[src/rtl/branch_ctrl.sv]
// EX-stage branch resolution, 2-bit BHT prediction and
// registered one-cycle redirect/flush with statistics.
module branch_ctrl #(
  parameter int IDX_W = 4,
  parameter int CNT_W = 16
) (
  input  logic             i_clk,
  input  logic             i_rst_n,
  input  logic [31:0]      i_if_pc,
  output logic             o_pred_taken,
  input  logic             i_stall,
  input  logic             i_ex_valid,
  input  logic             i_ex_is_branch,
  input  logic             i_ex_is_slt,
  input  logic             i_ex_slt_imm,
  input  logic             i_ex_slt_un,
  input  logic [2:0]       i_ex_funct3,
  input  logic [31:0]      i_ex_pc,
  input  logic [31:0]      i_ex_target,
  input  logic             i_ex_pred_taken,
  input  logic             i_br_less,
  input  logic             i_br_equal,
  output logic             o_br_un,
  output logic             o_slti_sel,
  output logic             o_slt_result,
  output logic             o_redirect,
  output logic [31:0]      o_redirect_pc,
  output logic             o_flush,
  output logic [CNT_W-1:0] o_br_cnt,
  output logic [CNT_W-1:0] o_miss_cnt
);

  localparam int N = 1 << IDX_W;

  typedef enum logic {
    NORMAL,
    REDIRECT
  } state_t;

  state_t state, state_nxt;

  logic [1:0]       bht [N];
  logic [IDX_W-1:0] idx_if;
  logic [IDX_W-1:0] idx_ex;
  logic [1:0]       ent_ex;
  logic             ex_v;
  logic             legal;
  logic             taken;
  logic             upd;
  logic             miss;
  logic             redirect_nxt;
  logic [31:0]      pc_nxt;
  logic             unused;

  assign unused = ^{i_if_pc[31:IDX_W+2], i_if_pc[1:0]};

  assign idx_if       = i_if_pc[IDX_W+1:2];
  assign idx_ex       = i_ex_pc[IDX_W+1:2];
  assign ent_ex       = bht[idx_ex];
  assign o_pred_taken = bht[idx_if][1];

  assign o_br_un = i_ex_is_branch ? i_ex_funct3[1]
                                  : (i_ex_is_slt & i_ex_slt_un);
  assign o_slti_sel   = ~i_ex_is_branch & i_ex_is_slt & i_ex_slt_imm;
  assign o_slt_result = i_ex_is_slt & i_br_less;

  always_comb begin
    legal = 1'b1;
    taken = 1'b0;
    case (i_ex_funct3)
      3'b000:          taken = i_br_equal;
      3'b001:          taken = ~i_br_equal;
      3'b100, 3'b110:  taken = i_br_less;
      3'b101, 3'b111:  taken = ~i_br_less;
      default:         legal = 1'b0;
    endcase
  end

  assign ex_v = i_ex_valid & ~i_stall & (state == NORMAL);
  assign upd  = ex_v & i_ex_is_branch & legal;
  assign miss = upd & (taken != i_ex_pred_taken);

  always_comb begin
    state_nxt    = state;
    redirect_nxt = 1'b0;
    pc_nxt       = o_redirect_pc;
    case (state)
      NORMAL: begin
        if (miss) begin
          state_nxt    = REDIRECT;
          redirect_nxt = 1'b1;
          pc_nxt       = taken ? i_ex_target : i_ex_pc + 32'd4;
        end
      end
      REDIRECT: state_nxt = NORMAL;
      default:  state_nxt = NORMAL;
    endcase
  end

  always_ff @(posedge i_clk) begin
    if (!i_rst_n) begin
      state         <= NORMAL;
      o_redirect    <= 1'b0;
      o_flush       <= 1'b0;
      o_redirect_pc <= 32'd0;
    end else begin
      state         <= state_nxt;
      o_redirect    <= redirect_nxt;
      o_flush       <= redirect_nxt;
      o_redirect_pc <= pc_nxt;
    end
  end

  // Entries start weakly not-taken and saturate at both ends.
  always_ff @(posedge i_clk) begin
    if (!i_rst_n) begin
      for (int i = 0; i < N; i++) begin
        bht[i] <= 2'b01;
      end
    end else if (upd) begin
      if (taken && ent_ex != 2'b11) begin
        bht[idx_ex] <= ent_ex + 2'b01;
      end else if (!taken && ent_ex != 2'b00) begin
        bht[idx_ex] <= ent_ex - 2'b01;
      end
    end
  end

  always_ff @(posedge i_clk) begin
    if (!i_rst_n) begin
      o_br_cnt   <= '0;
      o_miss_cnt <= '0;
    end else begin
      if (upd && !(&o_br_cnt)) begin
        o_br_cnt <= o_br_cnt + 1'b1;
      end
      if (miss && !(&o_miss_cnt)) begin
        o_miss_cnt <= o_miss_cnt + 1'b1;
      end
    end
  end

endmodule

[config.mk]
export PLATFORM = sky130hd
export DESIGN_NAME = branch_ctrl
export DESIGN_NICKNAME = d
export VERILOG_FILES = /design/src/rtl/branch_ctrl.sv
export SDC_FILE = /design/constraint.sdc
export NUM_CORES = 1
export LEC_CHECK = 0
export ABC_AREA = 1
export BUFFER_PORTS_ARGS = -buffer_cell sky130_fd_sc_hd__buf_2
export CAP_MARGIN = 20
export CORE_MARGIN = 1
export CORE_UTILIZATION = 55
export CTS_BUF_LIST = sky130_fd_sc_hd__clkbuf_16
export DETAILED_ROUTE_END_ITERATION = 12
export PLACE_DENSITY = 0.84
export SLEW_MARGIN = 25
export SYNTH_ARGS = -nofsm -noshare
export SYNTH_HDL_FRONTEND = slang
export SYNTH_SLANG_ARGS = --single-unit
[constraint.sdc]
create_clock -name i_clk -period 2.8 [get_ports i_clk]
set_input_delay 0.28 -clock i_clk [delete_from_list [all_inputs] [get_ports i_clk]]
set_output_delay 0.28 -clock i_clk [all_outputs]
set_load 0.005 [all_outputs]
# ---- Word level (Yosys, flattened, before mapping)
# Memory sizes are Yosys's and may differ from the RTL's.
# Index checks and enable logic that the tools add are counted.
dict set report classes {
  add_sub_neg 5
  eq_ne 7
  n_mux 20
  bitwise 16
  reduce_logical 17
}
# op count
set ops {}
lappend ops {{$add A16 B1 Y16 const B} 2}
lappend ops {{$add A32 B3 Y32 const B} 1}
lappend ops {{$mux W32} 1}
lappend ops {{$reduce_and A16 Y1} 2}
lappend ops {{$mux W1} 14}
lappend ops {{$eq A3 B3 Y1 const B} 4}
lappend ops {{$and A1 B1 Y1} 9}
lappend ops {{$reduce_or A2 Y1} 4}
lappend ops {{$not A1 Y1} 6}
lappend ops {{$reduce_or A6 Y1} 1}
lappend ops {{$logic_and A1 B1 Y1} 4}
lappend ops {{$mux W2} 2}
lappend ops {{$mux W4} 1}
lappend ops {{$pmux W1 S4} 1}
lappend ops {{$eq A3 B1 Y1 const B} 1}
lappend ops {{$logic_not A1 Y1} 3}
lappend ops {{$logic_not A3 Y1} 1}
lappend ops {{$add A2 B1 Y2 const B} 1}
lappend ops {{$ne A2 B2 Y1 const B} 1}
lappend ops {{$pmux W1 S2} 1}
lappend ops {{$reduce_and A2 Y1} 1}
lappend ops {{$reduce_bool A2 Y1} 1}
lappend ops {{$sub A2 B1 Y2 const B} 1}
lappend ops {{$ne A1 B1 Y1} 1}
lappend ops {{$or A1 B1 Y1} 1}
dict set report word_totals {
  register_bits 66
  ram_bits 32
  in_bits 110
  output_inout_bits 70
  mem_count 1
}
# name depth width rd rd_clocked_by_memory_dff write_ports line_no
set mem_list {}
lappend mem_list {bht 16 2 2 0 16 42} ;# logic [1:0] bht [N];

# ---- Longest topological paths before layout
dict set report logic_depth {
  word_depth 13
  mapped_depth 16
  depth_no_buf 13
}

# ---- Least setup slack after synthesis
# OpenSTA, ideal clock, no wires.
dict set report synth_timing {
  path_type {in2reg}
  startpoint {in i_ex_pc[3]}
  endpoint {mem bht[7][0] (enable)}
  t_arrival_ns 1.432
  required_time_ns 2.502
  path_slack_ns 1.070
  cell_stages 15
  cell_sequence {buf_6 > inv_4 > buf_6 > nor2_2 > nand2_1 > nand2_1 > nand2_1 > nand2_2 > nor2_1 > nand2_1 > nand2_2 > nand2_4 > buf_12 > nand3_2 > nand2_1}
}
# element line_no
set synth_lines {}
lappend synth_lines {{from (decl)} 18} ;# input logic [31:0] i_ex_pc,
lappend synth_lines {{to (decl)} 42}

==> metrics.txt <==
Yosys reg bits=97; gr usage total=29.7%; Synth Flop Type=dfxtp_1; crit path capture type=register; clk sinks=97; worst hold-check path type=in -> reg; fin crit period=2110 ps; CP Max Fanout=32; Total Wirelength=16.9 mm; Startpoint Class=register; Die Ht=110 um; Max clock buf depth=2; fin worst setup slack=690 ps; M1 WL=6.88 mm; filler cell count=1,008; TritonRoute pass-1 iters=5; number of antenna diodes=0; Synthesized Nets=1,033; Post-CTS Hold Buffers=0; Layout area overhead=15.9%; Post-synth top cells=nand2_1 (255), inv_1 (92), nor2_1 (92); Finished Layout Cells=1,188; LEAKAGE=3.37 nW; Wirelength per Cell=14.3 um; met2 wire length=8.18 mm; Synth top area share=20.4%; Post-synth EDFFs=32; number of max-cap violations=0; number of gates resized after CTS=0; worst vdd ir=0.000364 V; Core Region=0.0111 mm^2; Netlist Area Pre-Place=0.00637 mm^2; Util after Layout=66.6%; DP HPWL=12.4 mm; Num CTS Buffers=9; total congestion overflow=0; top post-synthesis cells by area=dfxtp_1 (20%), edfxtp_1 (15%), nand2_1 (15%); Routability Congestion=0.949; max-slew violation count=0; distinct cell type count after synthesis=46; die width=110 um; Synth area leader=dfxtp_1; clk root buf=clkbuf_16; Gate Count Post-Synth=917; largest net degree at the start of global routing=49; antenna violations before repair=2; first-pass GRT wire length=27.6 mm; Port Buf Inserts=151; I/O pin count=180; critical path required time=2850 ps; antenna viol nets, final=0; count leader, synth=nand2_1; post-CTS setup buffer count=0; setup TNS=0 ps; Final nets=1,159; slew margin rel.=50.3%; Setup WS pre-CTS=458 ps; ys async rst share=0%; Clock transition at path regs=80 ps; H-tree levels=3; Avg Inst Size Synth=6.94 um^2; Fin. Hold Viols=0; Slew @ Worst Pin=745 ps; met3 wire length=1.32 mm; Final Setup Violations=0; placed cell count=1,172; final worst-path cycle share=75.4%; Via Count=6,376; Die ar.=0.0120 mm^2; Via density=5.37; vias in the first global route=5,998; layout cells sized above 1=22.9%; WHS=196 ps; Rows=38; arrival time worst endpoint=2160 ps; # DRC=0; sequential area share after synthesis=35.5%; final clock skew=10.1 ps; outcome=completed; Yosys warning count=0; Cell Pwr Density=445 mW/mm^2; CTS tree=yes; highest metal used=met5; Clk Latency, worst-skew pair=340 ps; starting density of the core=57.5%; drt initial violations=327; Setup CP Type=reg -> reg; fmax=0.474 GHz; RSZ-0062 raised after global routing=false
[flip-flops by register name, summed over array words and instances (netlist names)]
register / count
o_br_cnt: 16
o_redirect_pc: 32
o_flush: 1
bht: 32
o_miss_cnt: 16
[final timing paths]
check / start / end / slack [ps] / cells after the start
max: o_flush / bht[15][1] / 690 / 9
min: i_ex_target[2] / o_redirect_pc[2] / 200 / 3
max reg2reg: o_flush / bht[15][1] / 690 / 9
min reg2reg: o_redirect_pc[10] / o_redirect_pc[10] / 470 / 2
[cell families (layout without fill, tap and decap cells)]
| group | count (synthesis) | count (layout) | synth area share [%] |
|---|---|---|---|
| fa+ha+maj | 6 | 6 | 1.18 |
| flops | 97 | 97 | 35.5 |
| compound gates | 121 | 121 | 10.3 |
| simple gates | 516 | 516 | 38.3 |
| xor+xnor | 28 | 28 | 3.85 |
| buf+inv | 149 | 280 | 10.9 |
[through the flow]
step                power (W)  area [um^2]
detailed placement    0.00200         7060
global route          0.00341         7380
CTS                   0.00330         7380
finish                0.00328         7380
floorplan             0.00185         6370
global placement      0.00200         7060
[layout make-up]
type	instances	area [um^2]	area share, %
Multi-Input combinational cell	671	3410	46.2
Sequential cell	97	2260	30.7
Timing Repair Buffer	159	816	11.1
Inverter	105	397	5.37
Clock buffer	9	225	3.05
Tap cell	140	175	2.37
Clock inverter	7	92.6	1.25
[worst max-delay path: stages, from the launching register on]
cell	delay, ps
dfxtp_1	340
nor3b_1	240
nand3_1	230
nor2_1	140
nand2_1	70
inv_1	80
nand2_2	70
nand2_4	310
nand3_1	180
nand2_1	130
[report_power, final]
group | internal (W) | leakage (nW) | total [W] | switching, W
clock network | 0.000719 | 0.157 | 0.00131 | 0.000586
registers | 0.00148 | 0.807 | 0.00149 | 0.0000151
logic | 0.000157 | 2.41 | 0.000486 | 0.000328
total | 0.00235 | 3.37 | 0.00328 | 0.000930
[per-layer routing]
layer,vias up,global-route usage [%]
met4,2,12.5
met3,42,6.16
met5,-,0
li1,3225,-
met1,2868,35.6
met2,239,51.4
[cells in the final DEF, fill, tap and decap left out, types with 16 or more instances in the layout]
cell type,n
inv_1,92
nand4_1,28
o21ai_0,40
dfxtp_1,65
a21oi_1,60
edfxtp_1,32
nor2_1,92
nor3_1,19
nand3_1,56
nand2_1,255
xor2_1,16
buf_2,151
No activity file was read; power rests on OpenSTA's default activity.
